==> config.mk <==
export PLATFORM = sky130hd
export DESIGN_NAME = mmu_dma_region_arbiter
export DESIGN_NICKNAME = d
export VERILOG_FILES = /design/src/rtl/mmu_dma_region_arbiter.sv
export SDC_FILE = /design/constraint.sdc
export NUM_CORES = 1
export LEC_CHECK = 0
export CAP_MARGIN = 15
export CORE_AREA = 2 2 190 192
export DETAILED_ROUTE_END_ITERATION = 10
export DIE_AREA = 0 0 192 194
export GPL_TIMING_DRIVEN = 1
export REMOVE_ABC_BUFFERS = 1
export SLEW_MARGIN = 25
export SYNTH_ARGS = -nofsm -noshare
export SYNTH_HDL_FRONTEND = slang
export SYNTH_SLANG_ARGS = --single-unit
==> constraint.sdc <==
create_clock -name aclk -period 3.3 [get_ports aclk]
set_input_delay 0.66 -clock aclk [delete_from_list [all_inputs] [get_ports aclk]]
set_output_delay 0.66 -clock aclk [all_outputs]
set_load 0.01 [all_outputs]
==> src/rtl/mmu_dma_region_arbiter.sv <==
// Round-robin arbiter merging per-region MMU DMA requests onto one channel.
// Optional packet locking is enabled by defining ARB_PACKET_LOCK_EN.
module mmu_dma_region_arbiter #(
  parameter int N_REGIONS     = 4,
  parameter int PADDR_W       = 64,
  parameter int LEN_W         = 28,
  parameter int N_OUTSTANDING = 16,
  localparam int ID_W  = $clog2(N_REGIONS),
  localparam int CNT_W = $clog2(N_OUTSTANDING) + 1
) (
  input  logic                         aclk,
  input  logic                         aresetn,
  input  logic [N_REGIONS-1:0]         s_req_valid,
  output logic [N_REGIONS-1:0]         s_req_ready,
  input  logic [N_REGIONS*PADDR_W-1:0] s_req_paddr,
  input  logic [N_REGIONS*LEN_W-1:0]   s_req_len,
  input  logic [N_REGIONS-1:0]         s_req_last,
  output logic                         m_req_valid,
  input  logic                         m_req_ready,
  output logic [PADDR_W-1:0]           m_req_paddr,
  output logic [LEN_W-1:0]             m_req_len,
  output logic                         m_req_last,
  output logic [ID_W-1:0]              m_req_id,
  input  logic                         s_done_valid,
  output logic [N_REGIONS-1:0]         m_done_valid,
  output logic [CNT_W-1:0]             outstanding,
  output logic                         err_orphan_done
);

  localparam int AW = $clog2(N_OUTSTANDING);
  localparam int SW = ID_W + 1;

  logic [PADDR_W-1:0] paddr_a [N_REGIONS];
  logic [LEN_W-1:0]   len_a   [N_REGIONS];

  for (genvar g = 0; g < N_REGIONS; g++) begin : g_unpack
    assign paddr_a[g] = s_req_paddr[g*PADDR_W +: PADDR_W];
    assign len_a[g]   = s_req_len[g*LEN_W +: LEN_W];
  end

  logic [ID_W-1:0] rr_ptr;
  logic [ID_W-1:0] win;
  logic [ID_W-1:0] rr_next;
  logic [SW-1:0]   sum;
  logic            found;
  logic            push;
  logic            pop;
  logic            can_load;
  logic            fifo_empty;
  logic            fifo_full;

  logic [ID_W-1:0] tag_mem [N_OUTSTANDING];
  logic [AW-1:0]   wr_ptr;
  logic [AW-1:0]   rd_ptr;
  logic [ID_W-1:0] head_id;

`ifdef ARB_PACKET_LOCK_EN
  logic            lock_q;
  logic [ID_W-1:0] lock_id;
`endif

  assign fifo_empty = (outstanding == '0);
  assign fifo_full  = (outstanding == CNT_W'(N_OUTSTANDING));
  assign pop        = s_done_valid && !fifo_empty;
  assign can_load   = !m_req_valid || m_req_ready;
  assign head_id    = tag_mem[rd_ptr];

  // First valid region at or above rr_ptr, wrapping.
  always_comb begin
    found = 1'b0;
    win   = '0;
    sum   = '0;
    for (int k = 0; k < N_REGIONS; k++) begin
      sum = SW'(rr_ptr) + SW'(k);
      if (sum >= SW'(N_REGIONS)) begin
        sum = sum - SW'(N_REGIONS);
      end
      if (!found && s_req_valid[sum[ID_W-1:0]]) begin
        found = 1'b1;
        win   = sum[ID_W-1:0];
      end
    end
`ifdef ARB_PACKET_LOCK_EN
    if (lock_q) begin
      found = s_req_valid[lock_id];
      win   = lock_id;
    end
`endif
  end

  // A pop in the same cycle frees the entry a full FIFO needs.
  assign push = found && can_load && (!fifo_full || pop);

  always_comb begin
    s_req_ready = '0;
    if (push) begin
      s_req_ready[win] = 1'b1;
    end
  end

  assign rr_next = (win == ID_W'(N_REGIONS - 1)) ? '0 : win + 1'b1;

  always_ff @(posedge aclk or negedge aresetn) begin
    if (!aresetn) begin
      m_req_valid <= 1'b0;
      m_req_paddr <= '0;
      m_req_len   <= '0;
      m_req_last  <= 1'b0;
      m_req_id    <= '0;
    end else if (push) begin
      m_req_valid <= 1'b1;
      m_req_paddr <= paddr_a[win];
      m_req_len   <= len_a[win];
      m_req_last  <= s_req_last[win];
      m_req_id    <= win;
    end else if (m_req_ready) begin
      m_req_valid <= 1'b0;
    end
  end

`ifdef ARB_PACKET_LOCK_EN
  always_ff @(posedge aclk or negedge aresetn) begin
    if (!aresetn) begin
      rr_ptr  <= '0;
      lock_q  <= 1'b0;
      lock_id <= '0;
    end else if (push) begin
      lock_q  <= !s_req_last[win];
      lock_id <= win;
      if (s_req_last[win]) begin
        rr_ptr <= rr_next;
      end
    end
  end
`else
  always_ff @(posedge aclk or negedge aresetn) begin
    if (!aresetn) begin
      rr_ptr <= '0;
    end else if (push) begin
      rr_ptr <= rr_next;
    end
  end
`endif

  always_ff @(posedge aclk or negedge aresetn) begin
    if (!aresetn) begin
      wr_ptr      <= '0;
      rd_ptr      <= '0;
      outstanding <= '0;
    end else begin
      if (push) begin
        wr_ptr <= wr_ptr + 1'b1;
      end
      if (pop) begin
        rd_ptr <= rd_ptr + 1'b1;
      end
      unique case (1'b1)
        push && !pop: outstanding <= outstanding + 1'b1;
        pop && !push: outstanding <= outstanding - 1'b1;
        default:      outstanding <= outstanding;
      endcase
    end
  end

  always_ff @(posedge aclk) begin
    if (push) begin
      tag_mem[wr_ptr] <= win;
    end
  end

  always_ff @(posedge aclk or negedge aresetn) begin
    if (!aresetn) begin
      m_done_valid    <= '0;
      err_orphan_done <= 1'b0;
    end else begin
      m_done_valid <= '0;
      if (pop) begin
        m_done_valid[head_id] <= 1'b1;
      end
      if (s_done_valid && fifo_empty) begin
        err_orphan_done <= 1'b1;
      end
    end
  end

endmodule

# Word-level counts from Yosys, hierarchy flattened
# Memory sizes are Yosys's and may differ from the RTL's.
# Cells that the tools add are included.
[word_totals] reg_bits=116 ram_bits=32 mem_count=1
[op_classes] n_addsub=12 magnitude_cmp=13 eq_ne=2 mux=40 bitwise_logic=1 reduce_logical=24
[mem_list] name="tag_mem" words=16 width=2 read_ports=1 rd_ports_with_merged_regs=0 write_ports=1 line="52" text="logic [ID_W-1:0] tag_mem [N_OUTSTANDING];"
[ops] cell="$bmux 64 s2" count=1
[ops] cell="$mux 64" count=2
[ops] cell="$bmux 28 s2" count=1
[ops] cell="$mux 28" count=2
[ops] cell="$lt 2x3->1 const B" count=6
[ops] cell="$mux 2" count=9
[ops] cell="$mux 1" count=15
[ops] cell="$ge 3x3->1 const B" count=4
[ops] cell="$logic_and 1x1->1" count=11
[ops] cell="$bmux 1 s2" count=5
[ops] cell="$pmux 5 s2" count=1
[ops] cell="$add 4x1->4 const B" count=2
[ops] cell="$logic_not 1->1" count=8
[ops] cell="$mux 4" count=2
[ops] cell="$sub 2x1->2 const B" count=4
[ops] cell="$add 2x2->3 const B" count=2
[ops] cell="$add 5x1->5 const B" count=1
[ops] cell="$eq 5x5->1 const B" count=1
[ops] cell="$logic_not 5->1" count=1
[ops] cell="$sub 5x1->5 const B" count=1
[ops] cell="$demux 1 s2" count=2
[ops] cell="$ge 2x1->1 const B" count=2
[ops] cell="$reduce_bool 2->1" count=2
[ops] cell="$add 2x1->3 const B" count=1
[ops] cell="other kinds (5)" count=6

# Longest topological paths before layout
# Gate-level depths: netlist of run 1.
[depth] word_depth=19 depth_mapped=10 ltp_nobuf=10

# Worst setup path before layout of run 1
# OpenSTA, ideal clock, no wires.
[synth_path] path_type="register to register" startpoint="register outstanding[0]" endpoint="register outstanding[4]" setup_time_ps=90 arrival_time_ps=2828 setup_slack_ps=381 stages_incl_launch_ff=10 n_path_buf=0 path_cell_list="dfrtp_1 -> or4_1 -> o21ai_1 -> nor2_1 -> ha_1 -> nor2b_1 -> o21a_1 -> or4_1 -> o22a_1 -> o221ai_1"
[synth_between] elab_chain_cells=8 elab_cells_between_ends=15 cone_classes="add/sub: 2; eq/ne: 1; mux: 1; reduce/logical: 11"
[synth_lines] item="start: declaration" line="26" text="output logic [CNT_W-1:0] outstanding,"
[synth_lines] item="start signal: assignment" line="158" text="push && !pop: outstanding <= outstanding + 1'b1;"
[synth_lines] item="start signal: assignment" line="159" text="pop && !push: outstanding <= outstanding - 1'b1;"
[synth_lines] item="start signal: assignment" line="160" text="default: outstanding <= outstanding;"
[synth_lines] item="$logic_not 5->1" line="62" text="assign fifo_empty = (outstanding == '0);"
[synth_lines] item="$logic_not 1->1" line="64" text="assign pop = s_done_valid && !fifo_empty;"
[synth_lines] item="$logic_and 1x1->1" line="64"
[synth_lines] item="$logic_or 1x1->1" line="92" text="assign push = found && can_load && (!fifo_full || pop);"
[synth_lines] item="$logic_and 1x1->1" line="92"
[synth_lines] item="$logic_not 1->1" line="159"
[synth_lines] item="$logic_and 1x1->1" line="159"
[synth_lines] item="$pmux 5 s2 or $reduce_bool 2->1 (tied branches)"
# Several ways; a longest one is shown, not always the timed one.
# A chain may end at the register's enable or synchronous reset.

# Final worst setup path of run 1
[layout_path] startpoint="input port s_req_valid[3]" endpoint="output port s_req_ready[3]"
[layout_between] elab_chain_cells=17 elab_cells_between_ends=30 cone_classes="order compare: 2; mux: 19; reduce/logical: 9"
[layout_lines] item="start: declaration" line="13" text="input logic [N_REGIONS-1:0] s_req_valid,"
[layout_lines] item="$bmux 1 s2" line="78" text="if (!found && s_req_valid[sum[ID_W-1:0]]) begin"
[layout_lines] item="$mux 1 (not written as such)" line="78"
[layout_lines] item="$mux 1" line="78"
[layout_lines] item="$logic_not 1->1" line="78"
[layout_lines] item="$logic_and 1x1->1" line="78"
[layout_lines] item="$mux 1" line="78"
[layout_lines] item="$logic_not 1->1" line="78"
[layout_lines] item="$logic_and 1x1->1" line="78"
[layout_lines] item="[2 not listed]"
[layout_lines] item="$logic_and 1x1->1" line="78"
[layout_lines] item="$mux 2 *" line="78"
[layout_lines] item="net win[1]" line="42" text="logic [ID_W-1:0] win;"
[layout_lines] item="$lt 2x3->1 (not written as such) or $ge 2x1->1 (tied branches)" line="97" text="s_req_ready[win] = 1'b1;"
[layout_lines] item="$logic_and 1x1->1 (not written as such)" line="97"
[layout_lines] item="$mux 1 (not written as such)" line="97"
[layout_lines] item="$demux 1 s2 *" line="97"
[layout_lines] item="$mux 4 *" line="96" text="if (push) begin"
[layout_lines] item="end: declaration" line="14" text="output logic [N_REGIONS-1:0] s_req_ready,"
# The timed path passes the listed nets; every way through them passes the cells marked *. The select of a mux whose other input is x is not followed.

==> results.py, run 1 <==
metrics = {
    "run_status": {
        "status": "finished clean",
    },
    "layout": {
        "final_cell_mix": "clkdlybuf4s50_1 (484), nand2_1 (200), dfrtp_1 (116), nor2_1 (101), and3_1 (100)",
        "nets": 1777,
        "fill_cells": 3526,
        "multi_input_area_um2": 4230,
        "drive_gt1_share_pct": 6.442,
        "syn_to_final_growth_pct": 73.71,
        "regArea_um2": 3864,
        "final_common_cell": "clkdlybuf4s50_1",
    },
    "yosys": {
        "synth_cell_type_count": 41,
        "synth_top_flop_cell": "dfrtp_1",
        "ys_async_sr_fraction_pct": 78.38,
        "syn_inst": 926,
        "synth_edf_count": 32,
        "yosysWarnings": 0,
        "syn-cell-area_um2": 8409,
        "yosysSeqAreaShare_pct": 45.95,
        "yosys_register_bits": 148,
        "avgSynthCellArea_um2": 9.081,
    },
    "floorplanning": {
        "die_width_um": 192,
        "start_util_pct": 23.87,
        "placementRows": 69,
        "die_y_um": 194,
        "io_pins": 490,
        "placeableCoreArea_um2": 35220,
        "dieArea_um2": 37250,
    },
    "worst_hold_path": {
        "min_path_type": "in2async",
    },
    "clock_network": {
        "cts_buffers": 17,
        "clockBufferDepth": 2,
        "worstSkewPairLatency_ns": 0.43,
        "clock_sinks": 148,
        "cts-root-buf": "clkbuf_16",
        "clk_pin_slew_worst_paths_ns": 0.07,
        "cts_tree": "built",
        "h-tree-depth": 4,
        "post_cts_buffers": 0,
    },
    "routing": {
        "drt-initial-drc-count": 427,
        "drt_pass1_iterations": 4,
        "ant_nets": 0,
        "drc": 0,
        "wl_per_cell_um": 20.26,
        "wl_um": 37730,
        "vias_per_cell": 4.909,
        "num_vias": 9140,
    },
    "placed_design": {
        "dpl_worst_slack_ns": -0.1555,
        "hpwl_um": 26590,
        "portBuffers": 489,
        "routabilityCongestion": 0.8282,
    },
    "setup_path": {
        "critPathMaxStageDelay_ns": 0.48,
        "path_delay_family": "buffers and inverters",
        "cp_data_required_time_ns": 2.64,
        "crit_fanout": 3,
        "cp.depth": 8,
        "worst_setup_path_start_kind": "input port",
        "worstSetupPathType": "in2out",
        "slowest_stage": "clkdlybuf4s50_1",
        "path_cells": "clkdlybuf4s50_1 -> and3b_1 -> o21a_1 -> or3_4 -> inv_2 -> ha_1 -> and2_1 -> dlygate4sd2_1",
        "ff2ff_setup_slack_ns": 0.43,
        "crit_path_end_kind": "output port",
        "path_buf_inv": 3,
        "reg2reg_depth": 11,
        "crit_arrival_ns": 2.50,
    },
    "timing": {
        "fin_worst_skew_ns": 0.01409,
        "final.setup.worst_slack_ns": 0.1356,
        "rsz0062_at_grt": "no",
        "finalSetupTns_ns": 0,
        "slew_headroom_pct": 56.67,
        "final-max-slew-violation-count": 0,
        "finalHoldViolations": 0,
        "min_period_over_period_pct": 95.89,
        "tightest_slew_ns": 0.6499,
        "fmax_mhz": 316.0,
        "min_period_ns": 3.164,
        "setup_viol": 0,
    },
    "global_routing": {
        "grt_max_degree": 105,
        "grt_antenna_before_repair": 4,
        "grt_pass1_vias": 9523,
        "grt_pass1_wl_um": 56740,
        "grt_usage_pct": 19.90,
        "grt.overflow.total": 0,
    },
    "pwr": {
        "vdd_drop_max_v": 0.0005297,
        "power_density_nw_per_um2": 743.7,
        "power_w": 0.01086,
        "p_leak_nw": 5.811,
    },
    "job": {
        "drv_cap": 0,
    },
}
==> routing by layer <==
layer	share of wire (%)	vias to the layer above	global-route usage [%]
met3	7.4	50	5.792
met2	51	328	34.83
met4	2.3	0	5.937
li1	-	4323	-
met5	0	-	0
met1	40	4439	23.39
==> timing repair <==
item                       CTS  global route
hold endpoints to repair     0             0
setup endpoints to repair    4             0
gates resized for setup      5             0
hold buffers                 0             0
==> state kept, by name, summed over array words and instances, names as in the netlist <==
register	count
err_orphan_done	1
m_done_valid	4
m_req_id	2
rd_ptr	4
m_req_last	1
tag_mem	32
wr_ptr	4
m_req_paddr	64
rr_ptr	2
outstanding	5
m_req_valid	1
m_req_len	28
==> kinds of logic after synthesis <==
group | after synthesis | share of synthesized area [%]
and+or+nand+nor | 438 | 23.60
AOI/OAI and AO/OA | 209 | 20.00
DFF | 148 | 45.95
buffers and inverters | 95 | 4.464
muxes | 14 | 3.035
adders and majority gates | 13 | 2.023
xor gates and xnor gates | 9 | 0.9374
==> worst paths after layout <==
| check | endpoint | startpoint |
|---|---|---|
| worst max-delay path | s_req_ready[3] | s_req_valid[3] |
| worst min-delay path | m_req_id[0] | aresetn |
| worst max register to register | outstanding[4] | outstanding[0] |
| worst min register to register | err_orphan_done | err_orphan_done |
| max in group asynchronous | rr_ptr[1] | aresetn |
| min in group aclk | err_orphan_done | err_orphan_done |
==> where the power goes <==
part	switching (W)	total, W	internal, W
Clock	0.000900	0.00205	0.00115
Combinational	0.00278	0.00558	0.00280
Sequential	0.000555	0.00323	0.00268
==> cell type report <==
class	count	area share (%)
Clock buffer	20	3.272
Sequential cell	148	26.45
Inverter	10	0.2741
Antenna cell	4	0.06852
Multi-Input combinational cell	683	28.96
Timing Repair Buffer	524	36.14
Tap cell	461	3.949
Clock inverter	12	0.8908
==> cells in the mapped netlist (4+ instances only) <==
library cell | count | area, um2
a211oi_1 | 94 | 705.7
a21o_1 | 4 | 30.03
a311oi_1 | 93 | 814.5
and2_1 | 17 | 106.4
and3_1 | 100 | 625.6
buf_1 | 6 | 22.52
buf_2 | 9 | 45.04
clkbuf_1 | 69 | 259.0
dfrtp_1 | 116 | 2903
edfxtp_1 | 32 | 960.9
ha_1 | 12 | 150.1
inv_1 | 7 | 26.28
mux4_2 | 9 | 202.7
nand2_1 | 201 | 754.5
nor2_1 | 102 | 382.9
xnor2_1 | 9 | 78.83
==> per-stage QoR <==
| step | hold WS, ns | area, um2 | instances | utilization (%) |
|---|---|---|---|---|
| CTS | 0.2242 | 14600 | 1858 | 41.44 |
| detailed placement | 0.4713 | 13990 | 1826 | 39.72 |
| floorplan | 0.3644 | 8071 | 841 | - |
| global placement | 0.4604 | 13990 | 1826 | 39.72 |
| global route | 0.2469 | 14610 | 1862 | 41.47 |
| finish | 0.2053 | 14610 | 1862 | 41.47 |
Note: power is estimated with default switching activity, not from simulation.
==> inputs of run 2 (changes only) <==
--- a/config.mk
+++ b/config.mk
@@ -5,12 +5,14 @@
 export SDC_FILE = /design/constraint.sdc
 export NUM_CORES = 1
 export LEC_CHECK = 0
+export ABC_CLOCK_PERIOD_IN_PS = 3300
 export CAP_MARGIN = 15
 export CORE_AREA = 2 2 190 192
 export DETAILED_ROUTE_END_ITERATION = 10
 export DIE_AREA = 0 0 192 194
 export GPL_TIMING_DRIVEN = 1
 export REMOVE_ABC_BUFFERS = 1
+export SKIP_CTS_REPAIR_TIMING = 1
 export SLEW_MARGIN = 25
 export SYNTH_ARGS = -nofsm -noshare
 export SYNTH_HDL_FRONTEND = slang
==> results.py, run 2 (synthesis gave the netlist of run 1 again) <==
metrics = {
    "placed_design": {
        "dp.cells": 1826,
        "dpl_cell_area_um2": 13990,
        "routabilityCongestion": 0.8282,
        "portBuffers": 489,
        "hpwl_um": 26590,
    },
    "routing": {
        "vias_per_cell": 4.913,
        "drt_pass1_iterations": 4,
        "wl_um": 37730,
        "drt-initial-drc-count": 408,
        "drc": 0,
        "ant_nets": 0,
        "num_vias": 9148,
        "wl_per_cell_um": 20.26,
    },
    "worst_hold_path": {
        "min_path_type": "in2async",
    },
    "timing": {
        "fin_worst_skew_ns": 0.01454,
        "min_period_over_period_pct": 92.56,
        "finalHoldViolations": 0,
        "rsz0062_at_grt": "no",
        "fmax_mhz": 327.4,
        "setup_viol": 0,
        "hold-worst-slack_ns": 0.2064,
        "min_period_ns": 3.054,
        "final-max-slew-violation-count": 0,
        "tightest_slew_ns": 0.6537,
        "slew_headroom_pct": 56.42,
    },
    "setup_path": {
        "crit_fanout": 3,
        "worst_setup_path_start_kind": "input port",
        "cp_data_required_time_ns": 2.64,
        "slowest_stage": "clkdlybuf4s50_1",
        "crit_arrival_ns": 2.39,
        "path_cells": "clkdlybuf4s50_1 -> and3b_1 -> o21a_1 -> or3_4 -> inv_2 -> ha_1 -> and2_1 -> dlymetal6s2s_1",
        "worstSetupPathType": "in2out",
        "critPathMaxStageDelay_ns": 0.48,
        "crit_path_end_kind": "output port",
    },
    "floorplanning": {
        "die_y_um": 194,
        "placeableCoreArea_um2": 35220,
        "start_util_pct": 23.87,
        "io_pins": 490,
        "dieArea_um2": 37250,
        "die_width_um": 192,
        "placementRows": 69,
    },
    "layout": {
        "nets": 1777,
        "final_area_um2": 14620,
        "drive_gt1_share_pct": 6.442,
        "final_cell_mix": "clkdlybuf4s50_1 (484), nand2_1 (200), dfrtp_1 (116), nor2_1 (101), and3_1 (100)",
        "syn_to_final_growth_pct": 73.89,
        "largest_register_ff_count": 64,
        "final_common_cell": "clkdlybuf4s50_1",
        "final_cells": 1862,
        "largest_register": "m_req_paddr",
        "largestRegisters": "m_req_paddr x64, tag_mem x32, m_req_len x28",
    },
    "clock_network": {
        "h-tree-depth": 4,
        "worstSkewPairLatency_ns": 0.43,
        "clock_sinks": 148,
        "cts-root-buf": "clkbuf_16",
        "clockBufferDepth": 2,
        "cts_tree": "built",
        "cts_buffers": 17,
        "clk_pin_slew_worst_paths_ns": 0.07,
    },
    "global_routing": {
        "grt_antenna_before_repair": 4,
        "grt.overflow.total": 0,
        "grt_pass1_vias": 9523,
        "grt_usage_pct": 19.90,
        "grt_max_degree": 105,
        "grt_pass1_wl_um": 56730,
    },
    "pwr": {
        "intPower_w": 0.006631,
        "p_sw_share_pct": 39.01,
        "comb_power_share_pct": 51.4,
        "p_leak_nw": 5.860,
        "power_w": 0.01087,
        "vdd_drop_max_v": 0.0005299,
        "p_switching_w": 0.004241,
        "clkPwrFrac_pct": 18.9,
        "seqPwrFrac_pct": 29.7,
        "power_density_nw_per_um2": 743.5,
    },
    "run_status": {
        "status": "finished clean",
    },
    "job": {
        "drv_cap": 0,
    },
}
-- run 2: final cells by class --
cell class / instances / area [um2]
diodes: 4 / 10.01
multi-input cells: 683 / 4230
clock inverters: 12 / 130.1
clock buffers: 20 / 478.0
repair buffers: 524 / 5294
inverters: 10 / 40.04
well taps: 461 / 576.8
flip-flops and latches: 148 / 3864
fillers: 3520 / 20600
-- run 2: worst paths after layout --
check,endpoint,cells after the start,slack [ns],startpoint
setup / recovery,s_req_ready[3],8,0.25,s_req_valid[3]
hold / removal,m_req_id[0],1,0.21,aresetn
setup reg to reg,outstanding[4],11,0.43,outstanding[0]
hold reg to reg,err_orphan_done,1,0.48,err_orphan_done
max in group asynchronous,rr_ptr[1],2,2.37,aresetn
min in group aclk,err_orphan_done,1,0.48,err_orphan_done
-- run 2: routing by layer --
metal / global-route usage, % / vias up / wire length, um
met5: 0 / - / 0
met4: 5.937 / 0 / 856
met3: 5.792 / 50 / 2793
met2: 34.82 / 326 / 19130
met1: 23.39 / 4448 / 14950
li1: - / 4324 / -
-- run 2: worst max-delay path, delay by kind of cell --
family,cells,cell delay [ns]
AND/OR/NAND/NOR,3,0.69
adder cells (fa/ha/maj),1,0.15
buffers and inverters,3,0.72
AO/OA/AOI/OAI,1,0.18
-- run 2: metrics by stage --
stage / util (%) / setup TNS, ns / worst slack (ns)
after detailed placement: 39.72 / -0.4020 / -0.1555
after CTS: 41.44 / -0.4390 / -0.1657
after floorplan: - / -571.81 / -4.823
final: 41.51 / 0 / 0.2456
after global placement: 39.72 / -0.4345 / -0.1663
after global routing: 41.51 / 0 / 0.1549
-- run 2: power groups by stage --
stage / registers, W / clock network [W] / logic (W)
after floorplan: 0.00347 / 0 / 0.00236
after global placement: 0.00322 / 0 / 0.00561
after detailed placement: 0.00326 / 0 / 0.00564
after CTS: 0.00324 / 0.00214 / 0.00566
after global routing: 0.00334 / 0.00221 / 0.00607
final: 0.00323 / 0.00205 / 0.00559
